**src/rtl/ram_ctrl_pkg.sv**
```systemverilog
// Shared types and constants for the 4x4 RAM sequencing controller.
package ram_ctrl_pkg;
  localparam int WORDS  = 4;
  localparam int WIDTH  = 4;
  localparam int ADDR_W = 2;

  typedef enum logic [2:0] {
    ST_IDLE, ST_SETUP, ST_WRITE, ST_READ, ST_VERIFY, ST_DONE
  } state_e;

  function automatic logic [WORDS-1:0] onehot(input logic [ADDR_W-1:0] a);
    logic [WORDS-1:0] r;
    r    = '0;
    r[a] = 1'b1;
    return r;
  endfunction
endpackage

```
**src/rtl/addr_dec2x4.sv**
```systemverilog
// 2-to-4 one-hot word-select decoder; all-zero when disabled.
module addr_dec2x4
  import ram_ctrl_pkg::*;
(
  input  logic              en,
  input  logic [ADDR_W-1:0] addr,
  output logic [WORDS-1:0]  sel
);
  assign sel = en ? onehot(addr) : '0;
endmodule

```
**src/rtl/ram_ctrl4x4.sv**
```systemverilog
// Req/ack sequencer for a 4x4 bank of gated-clock 1x4 RAM cells.
// Optional write read-back check enabled by RAM_CTRL4X4_VERIFY_EN.
module ram_ctrl4x4
  import ram_ctrl_pkg::*;
#(
  parameter int WORDS = 4,
  parameter int WIDTH = 4
) (
  input  logic              clk,
  input  logic              clr,
  input  logic              req,
  input  logic              we,
  input  logic [ADDR_W-1:0] addr,
  input  logic [WIDTH-1:0]  wdata,
  output logic [WIDTH-1:0]  rdata,
  output logic              ack,
  output logic              busy,
  output logic              err,
  output logic              ram_rw,
  output logic [WORDS-1:0]  ram_sel,
  output logic [WIDTH-1:0]  ram_din,
  input  logic [WIDTH-1:0]  ram_dout
);

  state_e           state_q, state_d;
  logic [WIDTH-1:0] rdata_q, rdata_d, ram_din_q, ram_din_d;
  logic [WORDS-1:0] ram_sel_q, ram_sel_d, dec_sel;
  logic             ack_q, ack_d, busy_q, busy_d, ram_rw_q, ram_rw_d, we_q, we_d;
`ifdef RAM_CTRL4X4_VERIFY_EN
  logic             err_q, err_d;
`endif

  addr_dec2x4 u_dec (.en(req), .addr(addr), .sel(dec_sel));

  always_ff @(posedge clk or posedge clr) begin
    if (clr) begin
      state_q   <= ST_IDLE;
      rdata_q   <= '0;
      ram_din_q <= '0;
      ram_sel_q <= '0;
      ack_q     <= 1'b0;
      busy_q    <= 1'b0;
      ram_rw_q  <= 1'b0;
      we_q      <= 1'b0;
`ifdef RAM_CTRL4X4_VERIFY_EN
      err_q     <= 1'b0;
`endif
    end else begin
      state_q   <= state_d;
      rdata_q   <= rdata_d;
      ram_din_q <= ram_din_d;
      ram_sel_q <= ram_sel_d;
      ack_q     <= ack_d;
      busy_q    <= busy_d;
      ram_rw_q  <= ram_rw_d;
      we_q      <= we_d;
`ifdef RAM_CTRL4X4_VERIFY_EN
      err_q     <= err_d;
`endif
    end
  end

  always_comb begin
    state_d = state_q;
    case (state_q)
      ST_IDLE:   if (req) state_d = ST_SETUP;
      ST_SETUP:  state_d = we_q ? ST_WRITE : ST_READ;
`ifdef RAM_CTRL4X4_VERIFY_EN
      ST_WRITE:  state_d = ST_VERIFY;
      ST_VERIFY: state_d = ST_DONE;
`else
      ST_WRITE:  state_d = ST_DONE;
`endif
      ST_READ:   state_d = ST_DONE;
      ST_DONE:   state_d = ST_IDLE;
      default:   state_d = ST_IDLE;
    endcase
  end

  // Outputs are registered, so each is computed from the transition being taken.
  always_comb begin
    rdata_d   = rdata_q;
    ram_din_d = ram_din_q;
    ram_sel_d = ram_sel_q;
    ram_rw_d  = ram_rw_q;
    we_d      = we_q;
    ack_d     = (state_d == ST_DONE);
    busy_d    = (state_d != ST_IDLE);
`ifdef RAM_CTRL4X4_VERIFY_EN
    err_d     = err_q;
`endif
    case (state_q)
      ST_IDLE: if (req) begin
        we_d      = we;
        ram_sel_d = dec_sel;
        ram_din_d = wdata;
        ram_rw_d  = 1'b0;
      end
      ST_SETUP: ram_rw_d = we_q;
      ST_WRITE: ram_rw_d = 1'b0;
      ST_READ:  rdata_d  = ram_dout;
`ifdef RAM_CTRL4X4_VERIFY_EN
      ST_VERIFY: begin
        rdata_d = ram_dout;
        err_d   = (ram_dout != ram_din_q);
      end
`endif
      ST_DONE:  ram_sel_d = '0;
      default:  ;
    endcase
  end

  assign rdata   = rdata_q;
  assign ack     = ack_q;
  assign busy    = busy_q;
  assign ram_rw  = ram_rw_q;
  assign ram_sel = ram_sel_q;
  assign ram_din = ram_din_q;
`ifdef RAM_CTRL4X4_VERIFY_EN
  assign err     = err_q;
`else
  assign err     = 1'b0;
`endif

endmodule

```
**config.mk**
```make
export PLATFORM = sky130hd
export DESIGN_NAME = ram_ctrl4x4
export DESIGN_NICKNAME = d
export VERILOG_FILES = /design/src/rtl/ram_ctrl_pkg.sv /design/src/rtl/addr_dec2x4.sv /design/src/rtl/ram_ctrl4x4.sv
export SDC_FILE = /design/constraint.sdc
export NUM_CORES = 1
export LEC_CHECK = 0
export CORE_MARGIN = 2
export CORE_UTILIZATION = 40
export CTS_CLUSTER_DIAMETER = 30
export DETAILED_ROUTE_END_ITERATION = 8
export PLACE_DENSITY_LB_ADDON = 0.15
export SLEW_MARGIN = 30
export SYNTH_ARGS = -nofsm -noshare
export SYNTH_HDL_FRONTEND = slang
export SYNTH_SLANG_ARGS = --single-unit
export TNS_END_PERCENT = 10
```
**constraint.sdc**
```tcl
create_clock -name clk -period 4.1 [get_ports clk]
set_clock_uncertainty 0.15 [all_clocks]
set_input_delay 0.82 -clock clk [delete_from_list [all_inputs] [get_ports clk]]
set_output_delay 0.82 -clock clk [all_outputs]
set_load 0.05 [all_outputs]
```
Yosys cells after proc, flatten, opt, wreduce, memory -nomap -nowiden
Cells that the tools add are included.
Operators by class
  eq/ne operators: 6
  order comparisons: 2
  multipliers: 0
  shifts and indexed selects: 0
  reductions and logical operators: 9
  $add $sub $neg: 0
  div/mod/pow operators: 0
  bitwise gates (word level): 0
  multiplexer cells: 9
Operators by type and width (number)
  case mux 3 bit (3 select lines): 1
  case mux 4 bit (2 select lines): 1
  == test 3 x 2 -> 1 bit (second input constant): 2
  == test 3 bit (second input constant): 2
  AND reduction 2 bit: 3
  nonzero test 3 bit: 2
  two-way mux 4 bit: 1
  == test 3 x 1 -> 1 bit (second input constant): 1
  logical NOT 3 bit: 1
  less-than comparator 2 x 3 -> 1 bit (second input constant): 1
  two-way mux 1 bit: 3
  two-way mux 3 bit: 1
  case mux 1 bit (3 select lines): 1
  demux 1 bit (select 2 bit): 1
  >= comparator 2 x 1 -> 1 bit (second input constant): 1
  != test 2 bit (second input constant): 1
  nonzero test 2 bit: 1
  OR reduction 2 bit: 1
  logical AND 1 bit: 1
Storage, ports and cells
  memories: 0
  output and inout bits: 16
  memory bits (read-only): 0
  word-level logic and storage cells: 34
  bits of input ports: 14
  flip-flop bits (word level): 19
  latch bits: 0
  bits in writable memories: 0

Depth between registers and ports, before layout
  depth in word-level cells: 6
  depth in mapped cells: 4
  mapped depth without buffers: 3

By module
A second synthesis with hierarchy kept.
Second synthesis, totals
  cells, all modules: 69
  area total of the unflattened synthesis: 869.6 um^2
By module, submodules not included
  ram_ctrl4x4: cells an instance 65, area an instance 832.0 um^2, instances 1, seq. area each 475.5 um^2
  addr_dec2x4: cells an instance 4, area an instance 37.5 um^2, instances 1, seq. area each 0.0 um^2

Worst setup path before layout
No wires, ideal clock.
  kind: input to register
  from: in req
  to: reg ram_din_q[0] (netlist: ram_din[0])
  stages: 2
  arrival time: 1.567 ns
  setup slack: 2.258 ns
  library setup time: 0.125 ns
  required time: 3.825 ns
  path buffers: 0
  cells stage by stage: nor4b_4 -> mux2_2
Between the ends
  word-level cells in the longest chain between the ends: 1
RTL lines
  from (decl): line ram_ctrl4x4.sv:11  | input logic req,
  AND reduction 2 bit (no line)
  to (signal assigned): line ram_ctrl4x4.sv:51  | ram_din_q <= ram_din_d;
  to (decl): line ram_ctrl4x4.sv:26  | logic [WIDTH-1:0] rdata_q, rdata_d, ram_din_q, ram_din_d;
No other way between the ends.
A chain may end at the register's enable or synchronous reset.

Final worst setup path
  from: reg ram_sel_q[2] (netlist: ram_sel[2])
  to: out ram_sel[2]
RTL lines
  from (decl): line ram_ctrl4x4.sv:27  | logic [WORDS-1:0] ram_sel_q, ram_sel_d, dec_sel;
  from (signal assigned): line ram_ctrl4x4.sv:52  | ram_sel_q <= ram_sel_d;
  to (decl): line ram_ctrl4x4.sv:20  | output logic [WORDS-1:0] ram_sel,
No word-level cell between the ends.

==> summary.log <==
qor: timing.layout_worst_path_cycle_share 59.5%
qor: route.detail_route.wl_per_cell 12.4 um
qor: route.via_count 527
qor: route.drc 0
qor: cells_and_area.mostFrequentLayoutCell clkdlybuf4s50_1
qor: setup_path.worstSetupStartpointType flop
qor: placement.gpl.final_weighted_congestion 0.670
qor: clock_tree.cts.root.buffer_cell clkbuf_4
qor: pwr.vdd_drop_max 0.000621 V
qor: cells_and_area.final_nets 100
qor: synthesis.synth.yosys.seq_area_share 62.2%
qor: synthesis.synth.ff_latch_count 19
qor: cells_and_area.layout_common_cells clkdlybuf4s50_1 (28), dfrtp_1 (19), mux2_2 (9), inv_1 (6)
qor: global_routing.grt_remaining_overflow 0
qor: clock_tree.post_cts.repair.setup_buffers 0
qor: setup_path.critPathSlowestCell clkdlybuf4s50_1
qor: timing.fmax 410 MHz
qor: setup_path.crit_type flop to primary output
qor: floorplan.chipWidth 47.7 um
qor: synthesis.synth.cell_area 764 um2
qor: timing.worst_slew_margin_rel 54.3%
qor: timing.setup_tns_final 0 ns
qor: clock_tree.post_cts_hold_buffer_count 0
qor: clock_tree.insertion_delay 0.29 ns
qor: timing.timing.hold.ws 0.349 ns
qor: clock_tree.cts_tree yes
qor: placement.port-buffer-count 28
qor: timing.finalCriticalPeriod 2.44 ns
qor: timing.tightestPinTransition 0.684 ns
qor: setup_path.cp.required 3.13 ns
qor: job.cap_violations 0
qor: clock_tree.clkTransAtPathRegs 0.11 ns
qor: route.ant_nets 0
qor: global_routing.first_global_vias 501
qor: min_path.hold_removal_path_class flop to flop
qor: synthesis.synthCells 56
qor: status.outcome finished clean
qor: synthesis.synth_area_per_cell 13.7 um2
qor: setup_path.worst-endpoint-arrival 1.47 ns
qor: clock_tree.cts_made_buffers 3
qor: pwr.total_leakage_power 0.465 nW
qor: pwr.power.density_cell_area 932 nW/um2
qor: route.drtPass1Iterations 1
qor: setup_path.cpLargestDelayFamily buffers and inverters
qor: floorplan.coreArea 1760 um2
qor: setup_path.cp_num_buf_inv 1
qor: global_routing.grt_pass1_wl 2150 um
qor: clock_tree.postCtsResizedCells 0
qor: synthesis.synth_top_area_share 62.2%
qor: setup_path.setup.worst_path.end_class primary output
qor: cells_and_area.layout.cells.non_filler 110
qor: global_routing.gr-usage-all-layers 13.9%
qor: clock_tree.ctsLongestPathBuffers 2
qor: floorplan.ioPinCount 30
qor: synthesis.yosysWarnings 0
qor: floorplan.initial_utilization 43.3%
qor: timing.finalSetupViolations 0
qor: synthesis.syn-num-nets 70
qor: clock_tree.clock_tree.htree_level_count 1
qor: timing.slew_violations 0
qor: cells_and_area.number_of_fill_cells_in_the_layout 149
qor: timing.setup_repair_after_global_routing_missed_its_margin false
qor: route.avgViaCountPerCell 4.79
qor: placement.place_hpwl 1020 um
qor: floorplan.design.die.area 2280 um2
qor: route.routed_wirelength 1360 um
qor: global_routing.initial_antenna_violation_count 0
qor: clock_tree.tritoncts_num_sinks 19
qor: synthesis.yosys-top-cells-area dfrtp_1 (62%), mux2_2 (13%), nor4b_4 (3.1%)
qor: setup_path.worstPathMaxFanout 2
qor: route.first_iter_violations 0
qor: floorplan.std_cell_rows 15
qor: floorplan.die-height 47.7 um
qor: setup_path.max_stage_delay 0.80 ns
qor: synthesis.synthDistinctLibCells 18
qor: placement.dp.cells 106
qor: cells_and_area.num_antenna_cells 0
qor: cells_and_area.area.growth.synth_to_final 41.2%
qor: synthesis.netlist.top_cell.by_area dfrtp_1
qor: global_routing.grt_start_max_net_pins 20
qor: cells_and_area.post_route_cells_drive_above_1_share 17.6%
qor: timing.final-hold-violation-count 0
qor: setup_path.cp_cell_sequence clkdlybuf4s50_1
sequential cells by signal, summed over array words and instances (netlist names):
name and cells:
ack 1, busy 1, ram_din 4, ram_rw 1
ram_sel 4, rdata 4, state_q 3, we_q 1
report_power, final:
group,switching [mW],internal (mW)
Sequential,0.0686,0.276
Clock,0.0565,0.0363
Combinational,0.348,0.220
Total,0.473,0.533
Yosys cell counts:
| cell type | instances |
|---|---|
| nand2_1 | 3 |
| and2b_1 | 2 |
| nor4b_4 | 1 |
| dfrtp_1 | 19 |
| buf_4 | 1 |
| a21oi_1 | 2 |
| o22ai_1 | 1 |
| conb_1 | 1 |
| o32a_2 | 1 |
| inv_1 | 6 |
| o2bb2ai_1 | 2 |
| o21ai_0 | 1 |
| a32o_1 | 2 |
| buf_2 | 1 |
| a31oi_1 | 2 |
| mux2_2 | 9 |
| buf_6 | 1 |
| nor3_1 | 1 |
metrics by stage:
step	total power, mW	area, um2	util, %	setup slack, ns
6_report	1.01	1080	61.2	1.66
5_1_grt	1.06	1080	61.2	1.60
4_1_cts	1.02	1080	61.2	1.65
3_5_place_dp	0.921	1050	59.6	1.54
3_3_place_gp	0.912	1050	59.6	1.60
2_1_floorplan	0.748	764	-	2.26
path summary, 6_finish.rpt:
path                            start         end  slack, ns  depth (start not counted)
setup / recovery           ram_sel[2]  ram_sel[2]       1.66                          1
hold / removal             ram_sel[3]  ram_sel[3]       0.35                          1
setup reg to reg           state_q[2]  ram_sel[1]       2.30                          3
hold reg to reg            ram_sel[3]  ram_sel[3]       0.35                          1
max in group asynchronous         clr    rdata[2]       2.58                          2
min in group asynchronous         clr    rdata[1]       0.78                          2
layout make-up:
cell class	count	area, um2	area share (%)
clock buffers	3	22.5	2.09
clock inverters	1	5.00	0.463
inverters	6	22.5	2.09
multi-input cells	28	243	22.5
flip-flops and latches	19	475	44.0
well taps	25	31.3	2.90
repair buffers	28	280	26.0
metal layers:
| metal | up-vias | track usage, % | wire, um |
|---|---|---|---|
| met2 | 21 | 20.5 | 632 |
| met1 | 254 | 18.2 | 612 |
| met3 | 2 | 7.55 | 106 |
| met4 | 0 | 3.24 | 11 |
| li1 | 250 | - | - |
| met5 | - | 0 | 0 |
kinds of logic (layout without fill, tap and decap cells):
logic type	after synthesis	in the layout	share of synthesized area, %
buffers and inverters	9	38	6.06
muxes	9	9	13.3
DFF	19	19	62.2
and+or+nand+nor	7	7	7.20
other	1	1	0.491
AOI/OAI and AO/OA	11	11	10.8
No activity file was read; power rests on OpenSTA's default activity.
